File: config.mk
export PLATFORM = sky130hd
export DESIGN_NAME = wb_write_arbiter_flat
export DESIGN_NICKNAME = d
export VERILOG_FILES = /design/src/rtl/wb_write_arbiter_if.sv /design/src/rtl/wb_write_arbiter.sv /design/src/flat_wrapper.sv
export SDC_FILE = /design/constraint.sdc
export NUM_CORES = 1
export LEC_CHECK = 0
export CORE_MARGIN = 2
export CORE_UTILIZATION = 40
export DETAILED_ROUTE_END_ITERATION = 10
export PLACE_DENSITY = 0.67
export SLEW_MARGIN = 5
export SYNTH_ARGS = -nofsm -noshare
export SYNTH_HDL_FRONTEND = slang
export SYNTH_SLANG_ARGS = --single-unit
File: constraint.sdc
create_clock -name clk -period 6.5 [get_ports clk]
set_input_delay 1.3 -clock clk [delete_from_list [all_inputs] [get_ports clk]]
set_output_delay 1.3 -clock clk [all_outputs]
set_load 0.01 [all_outputs]
File: src/rtl/wb_write_arbiter_if.sv
// Write-back arbiter bus: pipeline write request, long-latency result handshake,
// issue tracking, and the registered register-file write port.
interface wb_write_arbiter_if;
    logic        RegWrite_mem;
    logic [4:0]  RegWriteAddr_mem;
    logic [31:0] RegWriteData_mem;
    logic        Lu_valid;
    logic        Lu_ready;
    logic [4:0]  Lu_addr;
    logic [31:0] Lu_data;
    logic        Issue_valid;
    logic [4:0]  Issue_addr;
    logic        RegWrite_wb;
    logic [4:0]  RegWriteAddr_wb;
    logic [31:0] RegWriteData_wb;
    logic [31:0] Busy_mask;
    logic        Stall_req;

    modport master (
        output RegWrite_mem, RegWriteAddr_mem, RegWriteData_mem,
        output Lu_valid, Lu_addr, Lu_data, Issue_valid, Issue_addr,
        input  Lu_ready, RegWrite_wb, RegWriteAddr_wb, RegWriteData_wb,
        input  Busy_mask, Stall_req
    );

    modport slave (
        input  RegWrite_mem, RegWriteAddr_mem, RegWriteData_mem,
        input  Lu_valid, Lu_addr, Lu_data, Issue_valid, Issue_addr,
        output Lu_ready, RegWrite_wb, RegWriteAddr_wb, RegWriteData_wb,
        output Busy_mask, Stall_req
    );
endinterface

File: src/rtl/wb_write_arbiter.sv
// Merges the in-order pipeline write and queued long-latency results onto the
// single register-file write port, and tracks registers awaiting long-latency writes.
module wb_write_arbiter #(
    parameter int DEPTH        = 2,
    parameter int STARVE_LIMIT = 4
) (
    input  logic                clk,
    input  logic                rst,
    wb_write_arbiter_if.slave   bus
);
    localparam int PW = (DEPTH > 1) ? $clog2(DEPTH) : 1;
    localparam int CW = PW + 1;
    localparam int WW = $clog2(STARVE_LIMIT + 1);
    localparam logic [CW-1:0] DEPTH_C = CW'(DEPTH);
    localparam logic [WW-1:0] WAIT_MAX = WW'(STARVE_LIMIT);

    logic [4:0]    fifo_addr_q [DEPTH];
    logic [31:0]   fifo_data_q [DEPTH];
    logic [PW-1:0] rd_ptr_q, rd_ptr_d, wr_ptr_q, wr_ptr_d;
    logic [CW-1:0] count_q, count_d;
    logic [WW-1:0] wait_q, wait_d;
    logic [31:0]   busy_q, busy_d;
    logic          wb_we_q, wb_we_d;
    logic [4:0]    wb_addr_q, wb_addr_d;
    logic [31:0]   wb_data_q, wb_data_d;

    logic          nonempty, stall, ready, pv, push, pop;
    logic [4:0]    head_addr;
    logic [31:0]   head_data;

    always_comb begin
        nonempty  = (count_q != '0);
        stall     = nonempty && (wait_q == WAIT_MAX);
        ready     = (count_q < DEPTH_C);
        head_addr = fifo_addr_q[rd_ptr_q];
        head_data = fifo_data_q[rd_ptr_q];
        pv        = bus.RegWrite_mem && (bus.RegWriteAddr_mem != 5'd0);
        push      = bus.Lu_valid && ready;
        // A starved head preempts the pipe; otherwise the FIFO only fills idle slots.
        pop       = nonempty && (stall || !pv);

        wb_we_d   = 1'b0;
        wb_addr_d = wb_addr_q;
        wb_data_d = wb_data_q;
        if (pop) begin
            if (head_addr != 5'd0) begin
                wb_we_d   = 1'b1;
                wb_addr_d = head_addr;
                wb_data_d = head_data;
            end
        end else if (pv) begin
            wb_we_d   = 1'b1;
            wb_addr_d = bus.RegWriteAddr_mem;
            wb_data_d = bus.RegWriteData_mem;
        end

        rd_ptr_d = pop  ? rd_ptr_q + PW'(1) : rd_ptr_q;
        wr_ptr_d = push ? wr_ptr_q + PW'(1) : wr_ptr_q;
        count_d  = count_q;
        if (push && !pop)      count_d = count_q + CW'(1);
        else if (pop && !push) count_d = count_q - CW'(1);

        wait_d = wait_q;
        if (!nonempty || pop)       wait_d = '0;
        else if (wait_q != WAIT_MAX) wait_d = wait_q + WW'(1);

        // Clear before set so a same-cycle reissue keeps the register busy.
        busy_d = busy_q;
        if (pop) busy_d[head_addr] = 1'b0;
        if (bus.Issue_valid && (bus.Issue_addr != 5'd0)) busy_d[bus.Issue_addr] = 1'b1;
        busy_d[0] = 1'b0;
    end

    always_ff @(posedge clk) begin
        if (rst) begin
            rd_ptr_q  <= '0;
            wr_ptr_q  <= '0;
            count_q   <= '0;
            wait_q    <= '0;
            busy_q    <= '0;
            wb_we_q   <= 1'b0;
            wb_addr_q <= '0;
            wb_data_q <= '0;
        end else begin
            rd_ptr_q  <= rd_ptr_d;
            wr_ptr_q  <= wr_ptr_d;
            count_q   <= count_d;
            wait_q    <= wait_d;
            busy_q    <= busy_d;
            wb_we_q   <= wb_we_d;
            wb_addr_q <= wb_addr_d;
            wb_data_q <= wb_data_d;
        end
    end

    // Storage needs no reset; the pointers and count define which entries are live.
    always_ff @(posedge clk) begin
        if (push) begin
            fifo_addr_q[wr_ptr_q] <= bus.Lu_addr;
            fifo_data_q[wr_ptr_q] <= bus.Lu_data;
        end
    end

    assign bus.Lu_ready        = ready;
    assign bus.Stall_req       = stall;
    assign bus.Busy_mask       = busy_q;
    assign bus.RegWrite_wb     = wb_we_q;
    assign bus.RegWriteAddr_wb = wb_addr_q;
    assign bus.RegWriteData_wb = wb_data_q;
endmodule

File: src/flat_wrapper.sv
// flat-port wrapper written by rule: the top's interface ports become plain ports
module wb_write_arbiter_flat 
#(
    parameter int DEPTH        = 2,
    parameter int STARVE_LIMIT = 4
)
  (clk, rst, bus_RegWrite_mem, bus_RegWriteAddr_mem, bus_RegWriteData_mem, bus_Lu_valid, bus_Lu_addr, bus_Lu_data, bus_Issue_valid, bus_Issue_addr, bus_Lu_ready, bus_RegWrite_wb, bus_RegWriteAddr_wb, bus_RegWriteData_wb, bus_Busy_mask, bus_Stall_req);
  wb_write_arbiter_if bus_i ();
  input  logic clk;
  input  logic rst;
  input wire logic [$bits(bus_i.RegWrite_mem)-1:0] bus_RegWrite_mem;
  input wire logic [$bits(bus_i.RegWriteAddr_mem)-1:0] bus_RegWriteAddr_mem;
  input wire logic [$bits(bus_i.RegWriteData_mem)-1:0] bus_RegWriteData_mem;
  input wire logic [$bits(bus_i.Lu_valid)-1:0] bus_Lu_valid;
  input wire logic [$bits(bus_i.Lu_addr)-1:0] bus_Lu_addr;
  input wire logic [$bits(bus_i.Lu_data)-1:0] bus_Lu_data;
  input wire logic [$bits(bus_i.Issue_valid)-1:0] bus_Issue_valid;
  input wire logic [$bits(bus_i.Issue_addr)-1:0] bus_Issue_addr;
  output wire logic [$bits(bus_i.Lu_ready)-1:0] bus_Lu_ready;
  output wire logic [$bits(bus_i.RegWrite_wb)-1:0] bus_RegWrite_wb;
  output wire logic [$bits(bus_i.RegWriteAddr_wb)-1:0] bus_RegWriteAddr_wb;
  output wire logic [$bits(bus_i.RegWriteData_wb)-1:0] bus_RegWriteData_wb;
  output wire logic [$bits(bus_i.Busy_mask)-1:0] bus_Busy_mask;
  output wire logic [$bits(bus_i.Stall_req)-1:0] bus_Stall_req;
  assign bus_i.RegWrite_mem = bus_RegWrite_mem;
  assign bus_i.RegWriteAddr_mem = bus_RegWriteAddr_mem;
  assign bus_i.RegWriteData_mem = bus_RegWriteData_mem;
  assign bus_i.Lu_valid = bus_Lu_valid;
  assign bus_i.Lu_addr = bus_Lu_addr;
  assign bus_i.Lu_data = bus_Lu_data;
  assign bus_i.Issue_valid = bus_Issue_valid;
  assign bus_i.Issue_addr = bus_Issue_addr;
  assign bus_Lu_ready = bus_i.Lu_ready;
  assign bus_RegWrite_wb = bus_i.RegWrite_wb;
  assign bus_RegWriteAddr_wb = bus_i.RegWriteAddr_wb;
  assign bus_RegWriteData_wb = bus_i.RegWriteData_wb;
  assign bus_Busy_mask = bus_i.Busy_mask;
  assign bus_Stall_req = bus_i.Stall_req;
  wb_write_arbiter #(.DEPTH(DEPTH), .STARVE_LIMIT(STARVE_LIMIT)) u_core (.clk(clk), .rst(rst), .bus(bus_i));
endmodule
==> results.txt, run 1 <==
After legalization and detailed placement, the total HPWL measured 11400 µm. The min-delay analysis places its worst path in the category reg2reg. The die covers 0.0173 mm². The clock tree synthesis step divided the H-tree into 4 levels. Number of placed instances with taps included: 911. The count of pins over their slew limit is 0, and the source-to-sink clock delay at the later pin of the worst-skew pair is 0.42 ns. The synthesized design contains 74 enable-type register cells. The number of buffers added on ports was 154. Via count of the first global-routing pass: 5458.

For this configuration, the core starts out at a cell density of 41.1%. The worst vdd rail ir drop was 0.200 mV. In the routed design, unresolved DRC markers number 0.

Fill cells in the final layout number 1370. The count of nets left with antenna violations once routing finished came out at 0. For this design the static power due to leakage is 2.87 nW.

STA classifies the critical path endpoint as a flip-flop. The cell area that synthesis handed to floorplanning was 0.00652 mm². Post-route setup TNS: 0 ns. The tools report the launch point of the worst path as bus_RegWriteAddr_mem[1]. In this run, synthesis produced a sequential element count of 151.

The clock root buffer master is sky130_fd_sc_hd__clkbuf_16. The final instance count without filler cells is 944, and the number of core rows is 46. Registers take 0.00376 mm².

The global-route total usage across every layer is 20.0%. Multiplexer cells account for 0.806% of the synthesized area. The share of the synthesized area in the top cell type is 34.1%. The launching element type of the critical path is an input port.

The number of different library cells used by synthesis comes to 62. Of the synthesized area, sequential elements account for 57.7%. The largest net degree at the start of global routing is 88.

The required arrival time at the worst endpoint came out at 6.84 ns. For the worst setup path, the data arrival time is 3.57 ns. The horizontal extent of the die is 132 µm, and the period utilization is 49.6%.

The tools report the number of DRC markers in iteration 0 as 429. The cell type with the largest total area after synthesis was sky130_fd_sc_hd__edfxtp_1. The most used flip-flop cell after synthesis is sky130_fd_sc_hd__dfxtp_1. The vias per cell was 5.59.

At the end of routability-driven placement, the weighted congestion stood at 0.805. After Yosys synthesis, full adders, half adders and majority gates account for 0.575% of the synthesized area. The number of gates resized after CTS was 0. Summed over all layers, the routed wires come to 17500 µm. Total iterations of the first detailed-routing run: 5. The global-route wire length before repair was 27900 µm; the shortest clock period the worst path allows after layout was 3.22 ns.

Summing all placed instances gives a cell area of 0.00811 mm². Ranked by total cell area, the synthesized netlist is headed by sky130_fd_sc_hd__edfxtp_1 (34%), sky130_fd_sc_hd__dfxtp_1 (24%), sky130_fd_sc_hd__a21oi_1 (5.4%). The total nets after synthesis is 664, and the total number of nets in the final design is 801.

Fraction of the mapped netlist area in compound gates: 21.8%. Of the total synthesized cell area, the portion taken by XOR and XNOR cells is 0.537%. In this run the worst path has a maximum fanout of 8. Clock-pin slew was measured on the worst setup and hold paths at 0.06 ns. Static timing analysis puts the maximum clock frequency at 310 MHz. The routed layout has 5275 vias.

The number of buffers created by CTS is 17. The start point of the worst hold path is u_core.bus.RegWriteAddr_wb[0]$_SDFFE_PP0P_. The total setup buffers inserted after CTS is 0. The core region is 0.0159 mm².

The slew of the pin with the lowest slew margin is 1.13 ns. During synthesis, Yosys emitted a total of 0 warnings. The power per standard cell area came out at 357 mW/mm².

The height of the chip works out to 132 µm. Setup repair after global routing left no endpoint under its margin. Dividing the detail-routed wire length by the instance count gives 18.5 µm.

From synthesis to final layout, the design area changed by 34.2%. The worst pin sits at a relative slew slack of 24.4%. The proportion of layout cells with a drive suffix above 1 is 7.98%. For this design the top-level I/O count stands at 156. No sink is reached through more buffers than the 2 on the longest clock path. After routing the design area is 0.00875 mm².

The clock net sink count was 151; the number of antenna violations at the first check in global routing was 0. TritonCTS built the clock tree. By area, the combinational part of the netlist is dominated by compound AO/OA/AOI/OAI gates.

In this run, post-CTS hold repair placed 0 buffers. The flow ran to the end, and the final reports show no timing, DRC or antenna violations. The remaining global-route overflow was 0.

After synthesis, the share of flip-flops with an asynchronous set or reset is 0%. The area of the multi-input gates was 0.00245 mm²; the synthesized-area fraction occupied by and/or/nand/nor cells was 13.5%. Count of final hold-check violations: 0.

The tools report the number of setup violations in the final report as 0. Synthesis produced a netlist whose cell count is 577. The setup path with the least slack is of type in2reg. The number of maximum-capacitance violations is 0. A synthesized cell averages 11.3 µm². Across the routed clock network, the largest skew measured is 0.0120 ns.
## power breakdown
| group | switching (mW) | total (mW) | internal [mW] |
|---|---|---|---|
| Combinational | 0.501 | 0.833 | 0.332 |
| Clock | 0.380 | 1.07 | 0.692 |
| Sequential | 0.0689 | 1.22 | 1.15 |
| Total | 0.950 | 3.13 | 2.18 |
## flip-flops by register name, summed over array words and instances (netlist names), named ones only
| register | flops |
|---|---|
| u_core.bus.RegWriteAddr_wb | 5 |
| u_core.bus.Busy_mask | 31 |
| u_core.wait_q | 3 |
| u_core.fifo_data_q | 64 |
| u_core.bus.RegWriteData_wb | 32 |
| u_core.fifo_addr_q | 10 |
| u_core.wr_ptr_q | 1 |
| u_core.bus.RegWrite_wb | 1 |
| u_core.rd_ptr_q | 1 |
| u_core.count_q | 2 |
## metal layers
metal	up-vias	global-route usage, %	part of all wire (%)	routed length (µm)
met5	-	0	0	0
met4	0	7.13	1.7	304
met3	30	6.71	7.6	1330
met2	219	32.8	47	8210
met1	2528	24.8	44	7600
li1	2498	-	-	-
## logic make-up after synthesis
group           Yosys count
flops                   151
simple gates            163
other cells               1
mux                       5
fa+ha+maj                 3
buf+inv                  52
compound gates          198
xor+xnor                  4
## through the flow
stage	power (mW)	hold WS (ns)	util (%)	worst slack [ns]
after floorplan	1.75	0.480	-	2.82
after global placement	2.04	0.482	51.0	2.92
after detailed placement	2.07	0.490	51.0	2.83
after CTS	3.15	0.498	55.1	3.27
after global routing	3.27	0.532	55.1	3.11
final	3.13	0.505	55.1	3.28
## layout make-up
| class | instances | area share (%) |
|---|---|---|
| inverters | 10 | 0.429 |
| clock buffers | 20 | 5.10 |
| repair buffers | 160 | 18.1 |
| multi-input cells | 374 | 27.9 |
| flip-flops and latches | 151 | 43.0 |
| diodes | 1 | 0.0286 |
| well taps | 216 | 3.09 |
| clock inverters | 12 | 2.29 |
## worst paths after layout
path / cells after the start / endpoint / slack, ns
worst min-delay path: 2 / u_core.bus.RegWriteAddr_wb[0]$_SDFFE_PP0P_ / 0.50
worst max-delay path: 7 / u_core.count_q[1]$_SDFFE_PP0P_ / 3.28
worst min register to register: 2 / u_core.bus.RegWriteAddr_wb[0]$_SDFFE_PP0P_ / 0.50
worst max register to register: 5 / u_core.bus.RegWriteData_wb[8]$_SDFFE_PP0P_ / 3.74
## synthesized netlist by cell type (2+ instances only)
cell	n
sky130_fd_sc_hd__edfxtp_1	74
sky130_fd_sc_hd__nor3_1	3
sky130_fd_sc_hd__a2111oi_0	32
sky130_fd_sc_hd__o32a_1	2
sky130_fd_sc_hd__nand3_1	2
sky130_fd_sc_hd__dfxtp_1	77
sky130_fd_sc_hd__dlymetal6s2s_1	2
sky130_fd_sc_hd__buf_6	4
sky130_fd_sc_hd__o21ai_0	11
sky130_fd_sc_hd__clkbuf_1	22
sky130_fd_sc_hd__xnor2_1	2
sky130_fd_sc_hd__nand2_1	66
sky130_fd_sc_hd__a211oi_1	3
sky130_fd_sc_hd__or2_2	2
sky130_fd_sc_hd__inv_1	10
sky130_fd_sc_hd__xor2_1	2
sky130_fd_sc_hd__ha_1	3
sky130_fd_sc_hd__nand3b_1	2
sky130_fd_sc_hd__nor2b_1	33
sky130_fd_sc_hd__mux2_2	2
sky130_fd_sc_hd__o31ai_1	33
sky130_fd_sc_hd__and2b_1	3
sky130_fd_sc_hd__a21oi_1	70
sky130_fd_sc_hd__nor2_1	20
sky130_fd_sc_hd__clkbuf_8	7
sky130_fd_sc_hd__or4_1	2
sky130_fd_sc_hd__mux2i_1	3
sky130_fd_sc_hd__nand2b_1	6
sky130_fd_sc_hd__nor4_1	8
sky130_fd_sc_hd__buf_2	5
sky130_fd_sc_hd__a311oi_1	29
sky130_fd_sc_hd__nor4_4	3
sky130_fd_sc_hd__or3_1	4
sky130_fd_sc_hd__o22ai_1	2
## cell usage in the layout, fill, tap and decap left out, drive strengths merged, types with 4 or more instances in the layout
master / instances
a2111oi: 33
a211oi: 4
a21oi: 70
a311oi: 29
buf: 6
bufinv: 5
clkbuf: 20
clkdlybuf4s50: 154
clkinv: 7
dfxtp: 77
edfxtp: 74
inv: 10
nand2: 66
nand2b: 7
nor2: 21
nor2b: 33
nor4: 12
o21ai: 12
o31ai: 33
or3: 4
## critical path: stages
cell                              delay (ns)
sky130_fd_sc_hd__clkdlybuf4s50_1        0.50
sky130_fd_sc_hd__nor4_4                 0.47
sky130_fd_sc_hd__a211o_2                0.30
sky130_fd_sc_hd__nand2_1                0.08
sky130_fd_sc_hd__ha_1                   0.37
sky130_fd_sc_hd__or3_1                  0.38
sky130_fd_sc_hd__a21oi_1                0.16
(Power assumes the default switching activity.)
==> run 2, diff against run 1 <==
==> constraint.sdc (replaced) <==
create_clock -name clk -period 3.2 [get_ports clk]
set_input_delay 0.64 -clock clk [delete_from_list [all_inputs] [get_ports clk]]
set_output_delay 0.64 -clock clk [all_outputs]
set_load 0.01 [all_outputs]
==> results.txt, run 2 (same netlist as run 1, synthesis figures left out) <==
The run finished with clean final reports. For the number of maximum-capacitance violations, the log shows 0. The longest clock path from root to sink contains 2 buffers. Launching element type of the critical path: a flip-flop. The core region is 0.0159 mm². The most common cell after layout, fill and taps aside was sky130_fd_sc_hd__clkdlybuf4s50_1. Timing would allow up to 389 MHz. The logs give 151 for the clock net sink count and 953 for the final instance count without filler cells. Once the floorplan was initialized, standard cells occupied 41.1% of the core. The tools report the number of placed instances with taps included as 921. The clock root buffer master was sky130_fd_sc_hd__clkbuf_16. The logs give 46 for the number of core rows and 0.00245 mm² for the area of the multi-input gates. After clock tree synthesis, the clock-pin slew on the worst setup and hold paths is 0.06 ns. In this run the tightest slew margin relative to its limit is 34.9%. Once the clock tree was built, the resizer swapped 0 gates to a different size. For this block, the via count after detailed routing is 5354. The setup slack of the critical path after layout came out at 0.633 ns. Dividing the detail-routed wire length by the instance count gives 18.3 µm. Residual DRC count: 0.

Wires add up to 17400 µm. The tools report the total number of nets in the final design as 811. The slew of the pin with the lowest slew margin is 0.976 ns, and the number of setup violations in the final report is 0.

Flip-flop count of the largest register after layout: 64. In the layout the commonest cells are sky130_fd_sc_hd__clkdlybuf4s50_1 (154), sky130_fd_sc_hd__dfxtp_1 (76), sky130_fd_sc_hd__edfxtp_1 (74). The area growth from synthesis to layout is 34.7%. Largest register by flop count: u_core.fifo_data_q. OpenSTA, run right after detailed placement, puts the worst setup slack at 0.315 ns.

At the end of routability-driven placement, the weighted congestion stood at 0.819. On the worst path, the slowest cell contributes a delay of 0.76 ns. The floorplan step set the die height to 132 µm. 0 antenna diodes ended up in the layout.

Count of filler cells inserted in the layout: 1380. At the later pin of the worst-skew pair, clock insertion delay measures 0.42 ns. By startpoint and endpoint, the worst setup path is classified as reg2reg. The count of pins over their slew limit is 0. Using the TritonRoute via totals, the vias-per-cell ratio works out to 5.62. TritonCTS built the clock tree. During I/O placement, the number of pins put on the boundary was 156. Among all stages on the critical path, the largest delay is contributed by sky130_fd_sc_hd__o22ai_1.

The number of antenna violations at the first check in global routing is 0, and the count of antenna-violating nets left after detailed routing is 0. Path category of the worst min-delay check: reg2reg. The global-route total usage across every layer was 20.4%. The design draws 6.23 mW. Walking the worst path, the cells encountered are buf_4 > nand2_1 > o22ai_1 > o32a_1 > o21ai_0. The count of final hold-check violations was 0.

The H-tree depth was 4. Total iterations of the first detailed-routing run: 5. The floorplan step set the die width to 132 µm. In this run the static leakage power is 2.90 nW.

The number of buffers created by CTS is 17, and the signal arrival time at the worst endpoint is 2.86 ns. The global-route wire length before repair is 28200 µm, and the shortest clock period the worst path allows after layout is 2.57 ns. The power per standard cell area was 709 mW/mm².

Proportion of layout cells with a drive suffix above 1: 9.36%. Dividing the final minimum period by the clock period gives 80.2%. STA classifies the critical path endpoint as a flip-flop. The via count of the first global-routing pass was 5320. Summing all flip-flop and latch instances after layout gives 0.00376 mm².

Adding up every negative setup slack in the final design gives 0 ns. Clock skew on the completed layout was measured at 0.0111 ns. Once detailed placement completed, the half-perimeter wirelength came to 11700 µm. Entering global routing, the biggest net connects 54 pins.

Setup repair after global routing left no endpoint under its margin. The total setup buffers inserted after CTS is 0, and the hold buffer count at CTS is 0. The number of DRC markers in iteration 0 is 385, and the remaining global-route overflow is 0. The required arrival time at the worst endpoint was 3.49 ns. In this run the tool buffered the top-level ports with 154 buffer cells. In this run the worst path has a maximum fanout of 53. VDD sags by at most 0.373 mV. The floorplan step defined a die boundary enclosing 0.0173 mm².
run 2: per-layer routing:
metal / vias up / global-route usage, % / share of wire (%)
met5: - / 0 / 0
met4: 0 / 7.79 / 2.2
met3: 34 / 6.98 / 7.3
met2: 224 / 31.9 / 47
met1: 2583 / 26.2 / 44
li1: 2513 / - / -
run 2: where the power goes:
| part | leakage (nW) | switching [mW] | internal, mW |
|---|---|---|---|
| sequential | 1.32 | 0.171 | 2.34 |
| combinational | 1.29 | 0.989 | 0.716 |
| clock | 0.293 | 0.775 | 1.24 |
run 2: final timing paths:
check	start	end	slack, ns	depth (start not counted)
hold / removal	u_core.rd_ptr_q$_SDFFE_PP0P_	flip-flop	0.50	2
hold reg to reg	u_core.rd_ptr_q$_SDFFE_PP0P_	flip-flop	0.50	2
setup reg to reg	flip-flop	u_core.bus.Busy_mask[1]$_SDFF_PP0_	0.63	5
setup / recovery	flip-flop	u_core.bus.Busy_mask[1]$_SDFF_PP0_	0.63	5
run 2: cell type report:
class	count	share of cell area, %
Tap cell	216	3.08
Multi-Input combinational cell	374	27.8
Inverter	10	0.427
Clock inverter	13	1.74
Sequential cell	151	42.8
Timing Repair Buffer	170	19.0
Clock buffer	19	5.04
run 2: worst max-delay path: cells and delay by family, from the launching register on:
family,cells,cell delay (ns)
simple gates,1,0.14
buf+inv,1,0.53
flops,1,0.70
compound gates,3,1.07
run 2: through the flow:
step / utilization (%) / hold slack, ns / instance area (µm²)
global route: 55.3 / 0.527 / 8790
CTS: 55.3 / 0.503 / 8790
global placement: 51.6 / 0.484 / 8190
finish: 55.3 / 0.503 / 8790
floorplan: - / 0.480 / 6520
detailed placement: 51.6 / 0.494 / 8190
==> run 3, diff against run 2 <==
--- a/config.mk
+++ b/config.mk
@@ -8,7 +8,7 @@
 export CORE_MARGIN = 2
 export CORE_UTILIZATION = 40
 export DETAILED_ROUTE_END_ITERATION = 10
-export PLACE_DENSITY = 0.67
+export PLACE_DENSITY = 0.69
 export SLEW_MARGIN = 5
 export SYNTH_ARGS = -nofsm -noshare
 export SYNTH_HDL_FRONTEND = slang
==> constraint.sdc (replaced) <==
create_clock -name clk -period 2.33 [get_ports clk]
set_input_delay 0.466 -clock clk [delete_from_list [all_inputs] [get_ports clk]]
set_output_delay 0.466 -clock clk [all_outputs]
set_load 0.01 [all_outputs]
==> results.txt, run 3 (same netlist as run 1, synthesis figures left out) <==
The tools report the start point of the worst hold path as u_core.bus.RegWriteAddr_wb[3]$_SDFFE_PP0P_. The logs give 5409 for the number of vias after detailed routing and 0.00245 mm² for the area of the multi-input gates. The number of antenna violations at the first check in global routing was 0; the maximum clock path buffer count was 2.

The worst hold path passes through 2 cells. During placement, the flow inserted port buffers numbering 154. The floorplan step set the die width to 132 µm. In this run the post-CTS setup repair buffer count came out at 0.

The logs give 473 MHz for the maximum clock frequency and 56.5% for the utilization after layout. The number of gates resized after CTS was 0. For the reported net switching power, the log shows 2.73 mW.

The proportion of layout cells with a drive suffix above 1 is 12.1%. Clock root buffer master: sky130_fd_sc_hd__clkbuf_16. The first global-routing pass estimated 28500 µm of wire. The core footprint came out at 0.0159 mm². The run gives 0 as the count of final hold-check violations. In this run, post-CTS hold repair placed 0 buffers. In this run the power density over the cells is 957 mW/mm². Buffers inserted during clock tree synthesis total 17. Clock-pin slew was measured on the worst setup and hold paths at 0.06 ns. In this run the worst path has a maximum fanout of 9. The worst vdd rail ir drop was 0.737 mV; the internal power of the cells was 5.85 mW. The clock drives 151 sinks.

Global-route total usage across every layer: 20.5%. For the design area, the log shows 0.00897 mm². The register with the most flip-flops in the layout has 64 of them. From bottom edge to top edge, the die measures 132 µm. The tools report the H-tree depth as 4. Combinational logic burns 28.9% of the power.

Sequential cells account for 40.0% of the total power. The worst register-to-register path has a setup slack of 0.30 ns. Summing all placed instances gives a cell area of 0.00838 mm². The die covers 0.0173 mm². The total number of nets in the final design came out at 833. Between clock sinks in the finished design, the worst skew comes to 0.00919 ns. Setup repair after global routing left no endpoint under its margin. Endpoint class of the critical path: a flip-flop.

The total half-perimeter wirelength after legalization and detailed placement was 12000 µm. The end point of the worst hold path is u_core.bus.RegWriteAddr_wb[3]$_SDFFE_PP0P_. The area taken by flip-flops and latches is 0.00376 mm², and the count of pins over their slew limit is 0. Entering global routing, the biggest net connects 43 pins.

For the share of total power in the clock network, the log shows 31.1%. The flow ran to the end, and the final reports show no timing, DRC or antenna violations. For the count of filler cells inserted in the layout, the log shows 1333. Net switching is 31.8% of the power. Most common cell after layout, fill and taps aside: sky130_fd_sc_hd__clkdlybuf4s50_1.

In this run the worst hold path is classified as reg2reg. The worst hold-check slack is 0.492 ns, and the worst slew margin relative to its limit is 43.2%. The worst setup path is of the in2reg kind. At the pin with the least slew margin, the transition time is 0.850 ns. Final wirelength: 17500 µm. The initialized floorplan defines 46 standard-cell rows. The number of maximum-capacitance violations was 0; the average wire length per cell after detail routing was 18.0 µm.

Counting flops per register, the top entry is u_core.fifo_data_q. Measured in cells, the most critical reg-to-reg path has a length of 5. Routability-driven placement finished with a final weighted congestion of 0.830. The signal arrival time at the worst endpoint is 2.38 ns, and the count of antenna-violating nets left after detailed routing is 0. The tools report the launching element type of the critical path as an input port.

For this configuration, the core starts out at a cell density of 41.1%. TritonCTS built the clock tree. The via count of the first global-routing pass came out at 5542.

For this run the aggregate overflow at the end of global routing stands at 0. The vias per cell works out to 5.55. Subtracting the final worst setup slack from the clock period gives 2.11 ns.

For the required arrival time at the worst endpoint, the log shows 2.60 ns. Setup violations remaining at the end of the flow were counted as 0. Clock latency on the worst-skew pair, taken at its later pin, is 0.43 ns.

Relative to the synthesized area, the layout overhead comes to 37.5%. The residual DRC count came out at 0. The tools report the total iterations of the first detailed-routing run as 7. Capture instance of the worst register-to-register path: u_core.bus.RegWriteData_wb[24]$_SDFFE_PP0P_. The tools report the total power draw as 8.58 mW. The logs give 403 for the number of DRC markers in iteration 0 and 0 for the count of antenna diodes in the layout. Leakage dissipation: 3.02 nW. The total I/O pin count is 156. The top cell types in the final layout, fill and taps aside, are sky130_fd_sc_hd__clkdlybuf4s50_1 (153), sky130_fd_sc_hd__dfxtp_1 (76), sky130_fd_sc_hd__edfxtp_1 (74). Of the available clock period, the critical path in the final layout requires 90.6%.
-- run 3: worst max path at each step --
| stage | startpoint | endpoint | slack (ns) | cells past startpoint |
|---|---|---|---|---|
| detailed placement | bus_RegWriteAddr_mem[1] | u_core.bus.Busy_mask[17]$_SDFF_PP0_ | -0.20 | 5 |
| finish | bus_RegWriteAddr_mem[1] | u_core.bus.Busy_mask[17]$_SDFF_PP0_ | 0.22 | 5 |
| global placement | bus_RegWriteAddr_mem[1] | u_core.count_q[1]$_SDFFE_PP0P_ | -0.15 | 7 |
| global route | bus_RegWriteAddr_mem[1] | u_core.bus.Busy_mask[6]$_SDFF_PP0_ | 0.09 | 5 |
| floorplan | bus_Lu_valid | u_core.fifo_addr_q[0][0]$_DFFE_PP_ | 0.18 | 2 |
| CTS | u_core.wait_q[0]$_SDFFE_PP0P_ | bus_Stall_req | 0.02 | 4 |
-- run 3: layout make-up --
cell class / count / share of cell area (%)
clock inverter: 13 / 1.28
clock buffer: 19 / 5.18
inverter: 10 / 0.419
sequential: 151 / 42.0
multi-input combinational: 374 / 27.3
timing repair buffer: 192 / 20.8
tap: 216 / 3.01
-- run 3: critical path: stages --
cell	delay (ns)
sky130_fd_sc_hd__clkdlybuf4s50_1	0.47
sky130_fd_sc_hd__nor4_4	0.41
sky130_fd_sc_hd__a211oi_4	0.18
sky130_fd_sc_hd__nor4_1	0.65
sky130_fd_sc_hd__a311oi_1	0.20
-- run 3: power by group through the flow --
stage	combinational [mW]	sequential [mW]	clock [mW]
final	2.48	3.43	2.67
after global routing	2.70	3.47	2.82
after CTS	2.48	3.43	2.71
after detailed placement	2.47	3.48	0
after global placement	2.40	3.46	0
after floorplan	1.39	3.49	0
-- run 3: stage by stage --
step,setup WS (ns),cells,setup TNS [ns]
3_3_place_gp,-0.146,943,-0.390
5_1_grt,0.0878,975,0
3_5_place_dp,-0.200,943,-3.16
4_1_cts,0.0150,975,0
6_report,0.218,975,0
2_1_floorplan,0.175,577,0
-- run 3: per-layer routing --
metal	GRT usage, %	part of all wire, %
met3	6.56	7.5
met4	7.25	1.6
met2	32.7	47
met1	26.3	43
met5	0	0
